## src/rtl/shunt_yard_pkg.sv

```systemverilog
// Token and operator codes shared by the shunting-yard converter and its
// precedence helper, plus the converter state encoding.
package shunt_yard_pkg;

    localparam int CO_N = 3;

    localparam logic [CO_N-1:0] CO_LP = 3'd1;
    localparam logic [CO_N-1:0] CO_RP = 3'd2;
    localparam logic [CO_N-1:0] CO_AD = 3'd3;
    localparam logic [CO_N-1:0] CO_SB = 3'd4;
    localparam logic [CO_N-1:0] CO_MU = 3'd5;
    localparam logic [CO_N-1:0] CO_DI = 3'd6;

    localparam logic [1:0] TK_NUM = 2'b00;
    localparam logic [1:0] TK_OP  = 2'b01;
    localparam logic [1:0] TK_END = 2'b10;

    typedef enum logic [2:0] {
        ST_IDLE,
        ST_PEND,
        ST_POPRP,
        ST_FLUSH,
        ST_DRAIN,
        ST_ERR
    } state_t;

    // Binding strength; CO_LP ranks lowest so an open paren always blocks popping.
    function automatic logic [1:0] op_prec(input logic [CO_N-1:0] op);
        case (op)
            CO_AD, CO_SB: op_prec = 2'd1;
            CO_MU, CO_DI: op_prec = 2'd2;
            default:      op_prec = 2'd0;
        endcase
    endfunction

    function automatic logic op_left_assoc(input logic [CO_N-1:0] op);
        case (op)
            CO_AD, CO_SB, CO_MU, CO_DI: op_left_assoc = 1'b1;
            default:                    op_left_assoc = 1'b0;
        endcase
    endfunction

    function automatic logic is_arith(input logic [CO_N-1:0] op);
        is_arith = (op == CO_AD) || (op == CO_SB) || (op == CO_MU) || (op == CO_DI);
    endfunction

endpackage

```

## src/rtl/shunt_yard_precedence.sv

```systemverilog
// Pop decision for the shunting-yard: lle_rlt is 1 when the stacked operator B
// must be emitted before the incoming operator A is pushed.
module shunt_yard_precedence
    import shunt_yard_pkg::*;
(
    input  logic [CO_N-1:0] op_a,
    input  logic [CO_N-1:0] op_b,
    output logic            lle_rlt
);

    logic [1:0] prec_a;
    logic [1:0] prec_b;

    // Left-associative A pops on equal precedence, right-associative A only on strictly higher B.
    always_comb begin
        prec_a  = op_prec(op_a);
        prec_b  = op_prec(op_b);
        lle_rlt = op_left_assoc(op_a) ? (prec_a <= prec_b) : (prec_a < prec_b);
    end

endmodule

```

## src/rtl/shunt_yard.sv

```systemverilog
// Infix-to-postfix token converter: numbers pass straight to the output slot,
// operators wait on an internal stack and leave in postfix order.
module shunt_yard
    import shunt_yard_pkg::*;
#(
    parameter int DEPTH = 8,
    parameter int DW    = 32
) (
    input  logic            clk,
    input  logic            rst_n,
    input  logic            in_valid,
    output logic            in_ready,
    input  logic [1:0]      in_kind,
    input  logic [CO_N-1:0] in_op,
    input  logic [DW-1:0]   in_data,
    output logic            out_valid,
    input  logic            out_ready,
    output logic [1:0]      out_kind,
    output logic [CO_N-1:0] out_op,
    output logic [DW-1:0]   out_data,
    output logic            err
);

    localparam int IW  = $clog2(DEPTH);
    localparam int SPW = IW + 1;
    localparam logic [SPW-1:0] SP_FULL = SPW'(DEPTH);

    state_t          state;
    logic [SPW-1:0]  sp;
    logic [CO_N-1:0] stack [DEPTH];
    logic [CO_N-1:0] pend_op;
    logic [IW-1:0]   top_idx;
    logic [CO_N-1:0] top_op;
    logic            stack_empty;
    logic            stack_full;
    logic            slot_free;
    logic            in_fire;
    logic            lle_rlt;

    assign top_idx     = sp[IW-1:0] - IW'(1);
    assign top_op      = stack[top_idx];
    assign stack_empty = (sp == '0);
    assign stack_full  = (sp == SP_FULL);
    assign slot_free   = !out_valid || out_ready;
    assign in_ready    = (state == ST_ERR) || ((state == ST_IDLE) && slot_free);
    assign in_fire     = in_valid && in_ready;

    shunt_yard_precedence precedence (
        .op_a    (pend_op),
        .op_b    (top_op),
        .lle_rlt (lle_rlt)
    );

    always_ff @(posedge clk or negedge rst_n) begin
        if (!rst_n) begin
            state     <= ST_IDLE;
            sp        <= '0;
            pend_op   <= '0;
            out_valid <= 1'b0;
            out_kind  <= TK_NUM;
            out_op    <= '0;
            out_data  <= '0;
            err       <= 1'b0;
            for (int i = 0; i < DEPTH; i++) begin
                stack[i] <= '0;
            end
        end else begin
            // Handing off the END that closes an errored expression clears err.
            if (out_valid && out_ready) begin
                out_valid <= 1'b0;
                if (out_kind == TK_END) begin
                    err <= 1'b0;
                end
            end

            case (state)
                ST_IDLE: begin
                    if (in_fire) begin
                        case (in_kind)
                            TK_NUM: begin
                                out_valid <= 1'b1;
                                out_kind  <= TK_NUM;
                                out_op    <= '0;
                                out_data  <= in_data;
                            end
                            TK_OP: begin
                                if (in_op == CO_LP) begin
                                    if (stack_full) begin
                                        err   <= 1'b1;
                                        sp    <= '0;
                                        state <= ST_ERR;
                                    end else begin
                                        stack[sp[IW-1:0]] <= CO_LP;
                                        sp                <= sp + SPW'(1);
                                    end
                                end else if (in_op == CO_RP) begin
                                    if (stack_empty) begin
                                        err   <= 1'b1;
                                        sp    <= '0;
                                        state <= ST_ERR;
                                    end else begin
                                        state <= ST_POPRP;
                                    end
                                end else if (is_arith(in_op)) begin
                                    pend_op <= in_op;
                                    state   <= ST_PEND;
                                end
                            end
                            TK_END: state <= ST_FLUSH;
                            default: ;
                        endcase
                    end
                end

                ST_PEND: begin
                    if (!stack_empty && lle_rlt) begin
                        if (slot_free) begin
                            out_valid <= 1'b1;
                            out_kind  <= TK_OP;
                            out_op    <= top_op;
                            out_data  <= '0;
                            sp        <= sp - SPW'(1);
                        end
                    end else if (stack_full) begin
                        err   <= 1'b1;
                        sp    <= '0;
                        state <= ST_ERR;
                    end else begin
                        stack[sp[IW-1:0]] <= pend_op;
                        sp                <= sp + SPW'(1);
                        state             <= ST_IDLE;
                    end
                end

                ST_POPRP: begin
                    if (stack_empty) begin
                        err   <= 1'b1;
                        sp    <= '0;
                        state <= ST_ERR;
                    end else if (top_op == CO_LP) begin
                        sp    <= sp - SPW'(1);
                        state <= ST_IDLE;
                    end else if (slot_free) begin
                        out_valid <= 1'b1;
                        out_kind  <= TK_OP;
                        out_op    <= top_op;
                        out_data  <= '0;
                        sp        <= sp - SPW'(1);
                    end
                end

                ST_FLUSH: begin
                    if (stack_empty) begin
                        state <= ST_DRAIN;
                    end else if (top_op == CO_LP) begin
                        err   <= 1'b1;
                        sp    <= '0;
                        state <= ST_ERR;
                    end else if (slot_free) begin
                        out_valid <= 1'b1;
                        out_kind  <= TK_OP;
                        out_op    <= top_op;
                        out_data  <= '0;
                        sp        <= sp - SPW'(1);
                    end
                end

                ST_DRAIN: begin
                    if (slot_free) begin
                        out_valid <= 1'b1;
                        out_kind  <= TK_END;
                        out_op    <= '0;
                        out_data  <= '0;
                        state     <= ST_IDLE;
                    end
                end

                ST_ERR: begin
                    if (in_fire && (in_kind == TK_END)) begin
                        state <= ST_DRAIN;
                    end
                end

                default: state <= ST_IDLE;
            endcase
        end
    end

endmodule

```

## config.mk

```make
export PLATFORM = sky130hd
export DESIGN_NAME = shunt_yard
export DESIGN_NICKNAME = d
export VERILOG_FILES = /design/src/rtl/shunt_yard_pkg.sv /design/src/rtl/shunt_yard_precedence.sv /design/src/rtl/shunt_yard.sv
export SDC_FILE = /design/constraint.sdc
export NUM_CORES = 1
export LEC_CHECK = 0
export ABC_AREA = 0
export BUFFER_PORTS_ARGS = -buffer_cell sky130_fd_sc_hd__buf_2
export CORE_MARGIN = 2
export CORE_UTILIZATION = 55
export CTS_CLUSTER_SIZE = 40
export DETAILED_ROUTE_END_ITERATION = 8
export GPL_TIMING_DRIVEN = 0
export PLACE_DENSITY_LB_ADDON = 0.3
export SLEW_MARGIN = 20
export SYNTH_ARGS = -nofsm -noshare
export SYNTH_HDL_FRONTEND = slang
export SYNTH_SLANG_ARGS = --single-unit
```

## constraint.sdc

```tcl
create_clock -name clk -period 4.4 [get_ports clk]
set_clock_uncertainty 0.05 [all_clocks]
set_input_delay 0.44 -clock clk [delete_from_list [all_inputs] [get_ports clk]]
set_output_delay 0.44 -clock clk [all_outputs]
set_load 0.05 [all_outputs]
```

# --- Yosys cells after proc, flatten, opt, wreduce, memory -nomap -nowiden ---
# Index checks and enable logic that the tools add are counted.
totals:
  regBits: 73
  latch_bits: 0
  ramBits: 0
  rom_bits: 0
  inputBits: 41
  wordCells: 194
  n_memories: 0
op_classes:
  add_sub_neg: 3
  mul: 0
  div_mod_pow: 0
  order_cmp: 5
  n_eq_ne: 44
  shifts: 0
  mux: 88
  n_bitwise: 7
  n_reduce_logical: 31
ops:
  columns: ["operator", "count"]
  rows:
  - ["two-way mux 32 bit", 6]
  - ["two-way mux 24 bit", 6]
  - ["case mux 32 bit (4 select lines)", 1]
  - ["two-way mux 3 bit", 23]
  - ["two-way mux 4 bit", 12]
  - ["case mux 24 bit (2 select lines)", 1]
  - ["equality test 3 bit, second input constant", 11]
  - ["bitwise mux 24 bit", 1]
  - ["two-way mux 1 bit", 20]
  - ["equality test 3 x 2 -> 1 bit, second input constant", 6]
  - ["!= test 2 bit, second input constant", 9]
  - ["case mux 3 bit (6 select lines)", 1]
  - ["AND reduction 6 bit", 3]
  - ["AND 16 bit", 1]
  - ["NOT 16 bit", 1]
  - ["case mux 4 bit (4 select lines)", 1]
  - ["two-way mux 2 bit", 7]
  - ["AND reduction 7 bit", 2]
  - ["case mux 3 bit (4 select lines)", 1]
  - ["OR reduction 2 bit", 5]
  - ["binary-select mux 3 bit (select 3 bit)", 1]
  - ["demux 3 bit (select 3 bit)", 1]
  - ["equality test 3 x 1 -> 1 bit, second input constant", 3]
  - ["AND reduction 9 bit", 1]
  - ["32 further kinds", 54]

# --- Logic depth before layout (Yosys ltp) ---
# Gate-level depths: netlist of the first run.
depth:
  word_depth: 13
  mapped_depth: 17
  mapped_depth_nobuf: 15

# --- Hierarchy ---
# Synthesis of the first run repeated with hierarchy kept, for this count alone.
hier_totals:
  cells_unflattened: 413
  hier_area_um2: 4020.1
by_module_without_submodules:
  columns: ["mod", "n_inst", "cells_per_inst", "area_per_inst_um2", "seq_area_each_um2"]
  rows:
  - ["shunt_yard", 1, 395, 3907.5, 1826.8]
  - ["shunt_yard_precedence", 1, 18, 112.6, 0.0]

# --- Least setup slack after synthesis of the first run ---
# Ideal clock, no wire load.
synth_timing:
  path_type: "reg2reg"
  startpoint: "register sp[1]"
  endpoint: "register stack[12] (netlist bit)"
  setup_ps: 125
  t_arrival_ps: 3599
  required_ps: 4225
  slack_ps: 627
  path_stages_with_launch: 16
  path_buffers: 2
  synth_period_minus_slack_ps: 3773
  path_cell_list: "dfrtp_1 > clkbuf_1 > inv_1 > ha_1 > clkbuf_2 > xor2_1 > mux2i_1 > xor2_1 > nand2b_1 > ha_1 > a21o_1 > a211o_1 > o21a_1 > and2_1 > nand4_1 > mux2_2"
synth_between:
  elab_chain_cells: 13
  word_cells_on_any_way: 38
  cone_classes: "1 x add/sub; 4 x order compare; 8 x eq/ne; 15 x mux; 3 x bitwise; 7 x reduce/logical"
synth_lines:
  columns: ["element", "line_no", "source"]
  rows:
  - ["start, declared", "shunt_yard.sv:29", "logic [SPW-1:0] sp;"]
  - ["start signal, assigned", "shunt_yard.sv:94", "sp <= sp + SPW'(1);"]
  - ["start signal, assigned", "shunt_yard.sv:122", "sp <= sp - SPW'(1);"]
  - ["start signal, assigned", "shunt_yard.sv:130", "sp <= sp + SPW'(1);"]
  - ["subtractor 3 x 1 -> 3 bit", "shunt_yard.sv:40", "assign top_idx = sp[IW-1:0] - IW'(1);"]
  - ["NOT 3 -> 4 bit (not written as such)", "shunt_yard.sv:41", "assign top_op = stack[top_idx];"]
  - ["binary-select mux 3 bit (select 3 bit)", "shunt_yard.sv:41", null]
  - ["two-way mux 3 bit (not written as such) (2 in a row)", "shunt_yard.sv:41", null]
  - ["equality test 3 bit / equality test 3 x 2 -> 1 bit (equally long branches)", "shunt_yard_pkg.sv:29", "case (op)"]
  - ["OR reduction 2 bit", "shunt_yard_pkg.sv:29", null]
  - ["case mux 2 bit (2 select lines)", "shunt_yard_pkg.sv:29", null]
  - ["< comparator 2 bit / <= comparator 2 bit (equally long branches)", "shunt_yard_precedence.sv:18", "lle_rlt = op_left_assoc(op_a) ? (prec_a <= prec_b) : (prec_a < prec_b);"]
  - ["two-way mux 1 bit", "shunt_yard_precedence.sv:18", null]
  - ["logical AND 1 bit", "shunt_yard.sv:116", "if (!stack_empty && lle_rlt) begin"]
  - ["!= test 2 bit (no line)", null, null]
  - ["AND reduction 7 bit (no line)", null, null]
  - ["end signal, assigned by index", "shunt_yard.sv:129", "stack[sp[IW-1:0]] <= pend_op;"]
  - ["end, declared", "shunt_yard.sv:30", "logic [CO_N-1:0] stack [DEPTH];"]
# Parallel ways exist; a longest one is shown, timed or not. The select of a mux whose other input is x is not followed.
# A chain may end at the register's enable or synchronous reset.

# --- Worst setup path after layout of the first run ---
layout_timing:
  startpoint: "register sp[1]"
  endpoint: "register stack[17] (netlist bit)"
# Same word-level chain as after synthesis.

==> flow_summary.ini, run 1 <==
[drt]
drcViolationCount = 0
wl_um = 9040
first_pass_iters = 4
vias = 3315
viasPerCell = 5.60
drt_iter0_drc = 227
wl_per_cell_um = 15.3
ant_nets = 0

[floorplan]
io_pins = 81
dieArea_um2 = 7840
die_h_um = 88.5
coreArea_um2 = 6870
start_util_pct = 57.2
die_x_um = 88.5
rows = 30

[clocking]
cts_buffers = 9
clock_sink_count = 73
cts_tree = done
cts_setup_buffers = 0
clk_latency_ns = 0.34
htreeDepth = 3
clk_path_buf_depth = 2
path_clk_slew_ns = 0.08
clockRootBuffer = clkbuf_8

[synthesis]
synth_top_cell_area_share_pct = 46.5
avgSynthCellArea_um2 = 9.80
synth_edf_count = 0
synth-warning-count = 0
synth.largest_area_cell = dfrtp_1
seq_area_frac_synth_pct = 46.5
synth_common_cells = nand2_1 (88), dfrtp_1 (73), o21ai_0 (35), mux2_2 (28), nor2_1 (15)
synth_cell_type_count = 62
ys_ff_latch = 73
synth_most_common_cell = nand2_1
synth_area_um2 = 3930
synth_ff_type = dfrtp_1
syn_nets = 446
synthArstFlopShare_pct = 100
syn_inst = 401
yosys-top-cells-area = dfrtp_1 (46%), nand2_1 (8.4%), mux2_2 (8.0%)

[critical_path]
critPathCaptureType = flip-flop
critPathRequiredTime_ns = 4.58
crit_arrival_ns = 4.40
start_kind = flip-flop
worst-setup-path-type = reg -> reg
path_max_fanout = 9

[sta]
slew_headroom_pct = 36.2
worst_slew_pin_slew_ns = 0.945
setup-violations-final = 0
finalHoldViolations = 0
drv_slew = 0
period_share_pct = 95.9
tns_ns = 0
clock.fmax_mhz = 237
min_period_ns = 4.22

[min_path]
min_path_type = in -> reg

[final_layout]
antenna_cells = 0
area_growth_syn_to_layout_pct = 19.9
stdcell_count = 592
nets = 537
drive_gt1_share_pct = 31.0

[global_routing]
track_usage_pct = 23.4
grt_max_degree = 52
grt_pass1_wl_um = 14300
grt_pass1_vias = 3086
overflow = 0
antenna_found_initial = 0

[power]
peakVddDrop_mv = 0.334
power.density_nw_per_um2 = 831
p_leak_nw = 2.26

[placement]
place_hpwl_um = 6530
dp.cells = 577
portBuffers = 79
gp_congestion = 0.897

[flow_run]
cap_violations = 0

[status]
status = complete, no violations
[cell usage in the layout, fill, tap and decap left out, drive strengths merged, types with 2 or more instances in the layout]
cell type   n
o211ai      2
o22ai       3
and3b       2
buf        92
dfrtp      73
mux4        6
inv         5
nand3       5
and2        3
nor2       15
o31ai       4
xnor2       2
nor2b       3
nor3b       2
clkbuf     24
a21oi      11
nand2b      8
or2         4
mux2i       4
nor3       13
nand2      88
o21ai      46
mux2       28
clkinv      3
o41ai       2
o21a        3
a211o       2
xor2        5
and3        3
nand4       5
a21o        2
ha          4
[sequential cells by signal (all words and copies together) (netlist names)]
signal / flops
sp: 4
err: 1
stack: 24
out_kind: 2
pend_op: 3
state: 3
out_valid: 1
out_data: 32
out_op: 3
[logic make-up after synthesis]
family	count (synthesis)	share of synthesized area (%)
fa+ha+maj	4	1.27
mux	38	12.9
compound gates	90	14.9
xor+xnor	7	1.56
flops	73	46.5
simple gates	157	18.4
buf+inv	32	4.52
[path summary, 6_finish.rpt]
check | start | to | slack [ns] | depth (start not counted)
worst min-delay path | in_data[6] | out_data[6] | 0.26 | 3
max in group asynchronous | rst_n | out_data[0] | 3.26 | 3
worst min register to register | out_data[20] | out_data[20] | 0.43 | 2
min in group asynchronous | rst_n | pend_op[0] | 0.49 | 2
worst max register to register | sp[1] | stack[17] | 0.18 | 14
worst max-delay path | sp[1] | stack[17] | 0.18 | 14
[report_power, final]
group          switching [W]  internal (W)  total, W
Sequential          0.000144      0.000903   0.00105
Clock               0.000254      0.000273  0.000527
Combinational        0.00156      0.000780   0.00234
Total                0.00196       0.00196   0.00391
[what timing repair did]
action / CTS / global route
gates resized for setup: 1 / 6
hold buffers: 1 / 0
endpoints found under the setup margin: 11 / 24
hold endpoints to repair: 22 / 0
[layer usage]
layer	global-route usage [%]	part of all wire, %	routed length (um)	vias up
li1	-	-	-	1598
met3	4.20	4.7	427	23
met2	38.5	49	4430	106
met5	0	0	0	-
met4	8.40	1.5	138	0
met1	31.4	45	4040	1588
[per-stage QoR]
stage	util [%]	setup slack (ns)	hold WS (ns)	area (um2)	power, W
finish	68.6	0.182	0.265	4710	0.00391
global route	68.6	-0.0311	0.267	4710	0.00419
CTS	68.2	0.0538	0.264	4690	0.00388
detailed placement	65.2	-0.0632	0.317	4480	0.00334
global placement	64.7	0.0203	0.408	4450	0.00328
floorplan	-	0.627	0.0944	3930	0.00281
[area by class of cell]
class / count / area [um2]
Timing Repair Buffer: 81 / 435
Fill cell: 544 / 2160
Sequential cell: 73 / 1830
Multi-Input combinational cell: 296 / 1960
Tap cell: 96 / 120
Inverter: 5 / 18.8
Clock buffer: 10 / 138
Buffer: 26 / 155
Clock inverter: 5 / 56.3
[critical path: stages, from the launching register on]
cell,delay [ns]
dfrtp_1,0.55
inv_1,0.20
ha_1,0.32
buf_4,0.16
mux4_1,0.39
mux2i_2,0.34
xor2_1,0.18
nand2b_1,0.07
ha_1,0.29
o211ai_1,0.15
a211o_1,0.30
o21a_1,0.21
nand2_1,0.17
nor3_2,0.33
mux2_2,0.38
Power figures use the tool's default switching activity.
==> run 2, diff against run 1 <==
--- a/config.mk
+++ b/config.mk
@@ -8,7 +8,7 @@
 export ABC_AREA = 0
 export BUFFER_PORTS_ARGS = -buffer_cell sky130_fd_sc_hd__buf_2
 export CORE_MARGIN = 2
-export CORE_UTILIZATION = 55
+export CORE_UTILIZATION = 50
 export CTS_CLUSTER_SIZE = 40
 export DETAILED_ROUTE_END_ITERATION = 8
 export GPL_TIMING_DRIVEN = 0
==> constraint.sdc (replaced) <==
create_clock -name clk -period 3.7 [get_ports clk]
set_clock_uncertainty 0.05 [all_clocks]
set_input_delay 0.37 -clock clk [delete_from_list [all_inputs] [get_ports clk]]
set_output_delay 0.37 -clock clk [all_outputs]
set_load 0.05 [all_outputs]
==> run 2 against run 1 <==
Global-route usage decreased by 0.70 points; non-clock buffer count rose by 14; via count grew 4.7%; final cell count grew 3.5%; power grew 28%; critical path type unchanged.
==> flow_summary.ini, run 2 (synthesis gave the netlist of run 1 again) <==
[final_layout]
finalInstanceArea_um2 = 4970
largest_reg_flops = 32
fill_cells = 625
area_growth_syn_to_layout_pct = 26.6
multi_input_area_um2 = 2060
seq_area_um2 = 1830
most-common-layout-cells = nand2_1 (87), buf_2 (81), dfrtp_1 (71)
layout_commonest_cell = nand2_1
top_register = out_data
largestRegisters = out_data: 32 flops, stack: 24 flops, sp: 4 flops
drive_gt1_share_pct = 35.4
nets = 551
antenna_cells = 0

[placement]
place_hpwl_um = 6820
gp_congestion = 0.906
portBuffers = 79
dpl-instance-area_um2 = 4490

[floorplan]
dieArea_um2 = 8580
coreArea_um2 = 7690
rows = 32
die_x_um = 92.7
start_util_pct = 51.1
io_pins = 81
die_h_um = 92.7

[clocking]
cts_tree = done
cts_buffers = 9
clk_path_buf_depth = 2
clock_sink_count = 73
path_clk_slew_ns = 0.09
htreeDepth = 3
clk_latency_ns = 0.35
clockRootBuffer = clkbuf_8

[sta]
finalHoldViolations = 0
slew_headroom_pct = 32.0
period_share_pct = 99.2
tns_ns = 0
rsz0062_at_grt = yes
setup-violations-final = 0
worst_slew_pin_slew_ns = 1.01
clock.fmax_mhz = 273
min_period_ns = 3.67
drv_slew = 0

[drt]
drt_iter0_drc = 205
first_pass_iters = 5
wl_um = 9820
wl_per_cell_um = 16.0
drcViolationCount = 0
ant_nets = 0
vias = 3471
viasPerCell = 5.66

[flow_run]
cap_violations = 0

[global_routing]
grt_pass1_wl_um = 15500
grt_max_degree = 52
antenna_found_initial = 0
track_usage_pct = 22.7
overflow = 0
grt_pass1_vias = 3287

[critical_path]
critPathCaptureType = flip-flop
start_kind = flip-flop
worst-setup-path-type = reg -> reg
crit_arrival_ns = 3.85
critPathRequiredTime_ns = 3.88
path_max_fanout = 8

[power]
pwr-share-clk_pct = 14.2
seq_power_share_pct = 24.9
switchingPower_w = 0.00247
power.density_nw_per_um2 = 1010
p_leak_nw = 2.37
share_comb_of_total_power_pct = 60.9
peakVddDrop_mv = 0.324
sw_frac_of_total_pct = 49.2
intPower_w = 0.00255

[status]
status = complete, no violations

[min_path]
min_path_type = in -> reg
==> run 2: changes by cell type in the layout (fill, tap and decap cells not counted), sizes merged <==
cell | before | now
clkbuf | 24 | 22
buf | 92 | 107
bufinv | 1 | 2
clkinv | 3 | 2
inv | 5 | 7
==> run 2: area by class of cell <==
type | count | area share, %
Clock buffer | 9 | 2.49
Timing Repair Buffer | 95 | 10.9
Inverter | 5 | 0.428
Buffer | 26 | 3.40
Clock inverter | 7 | 2.06
Tap cell | 102 | 2.57
Sequential cell | 73 | 36.8
Multi-Input combinational cell | 296 | 41.4
==> run 2: layer usage <==
layer  wire length (um)  GRT usage, %  part of all wire [%]
met5                  0             0                     0
met4                184          8.70                   1.9
met3                612          3.74                   6.2
met2               4810          37.8                    49
met1               4210          30.0                    43
==> run 2: timing repair <==
action,CTS,global route
endpoints found under the setup margin,67,60
setup buffers,6,8
gates resized for setup,17,20
hold endpoints to repair,22,0
hold buffers,1,0
pin swaps,4,4
==> run 2: worst paths after layout <==
| kind | slack, ns | start | cells after the start | end |
|---|---|---|---|---|
| worst min-delay path | 0.19 | in_data[0] | 3 | out_data[0] |
| max in group asynchronous | 2.62 | rst_n | 3 | out_data[2] |
| min in group asynchronous | 0.42 | rst_n | 2 | state[0] |
| worst min register to register | 0.43 | out_data[25] | 2 | out_data[25] |
| worst max register to register | 0.03 | sp[1] | 14 | stack[14] |
| worst max-delay path | 0.03 | sp[1] | 14 | stack[14] |
==> run 2: stage by stage <==
stage / power [W] / std cells / worst slack (ns) / hold WS (ns) / util [%]
final: 0.00502 / 613 / 0.0314 / 0.192 / 64.7
after global routing: 0.00535 / 613 / -0.0875 / 0.198 / 64.7
after CTS: 0.00485 / 605 / 0.0121 / 0.183 / 62.8
after detailed placement: 0.00399 / 583 / -0.595 / 0.251 / 58.4
after global placement: 0.00391 / 582 / -0.488 / 0.407 / 58.0
after floorplan: 0.00335 / 401 / 0.0603 / 0.0244 / -
==> run 2: power by group through the flow <==
stage	combinational, W	sequential [W]	clock, W
global placement	0.00267	0.00124	0
global route	0.00332	0.00128	0.000756
finish	0.00305	0.00125	0.000712
detailed placement	0.00274	0.00125	0
floorplan	0.00162	0.00174	0
CTS	0.00288	0.00124	0.000722
==> run 2: critical path, stage by stage (launching register included) <==
cell,delay (ns)
dfrtp_2,0.50
inv_4,0.10
ha_4,0.28
buf_6,0.13
mux4_2,0.34
mux2i_4,0.22
xor2_1,0.19
nand2b_1,0.12
ha_4,0.28
a21o_1,0.14
a211o_1,0.15
o21a_1,0.18
and2_4,0.19
nand4_1,0.27
mux2_4,0.41
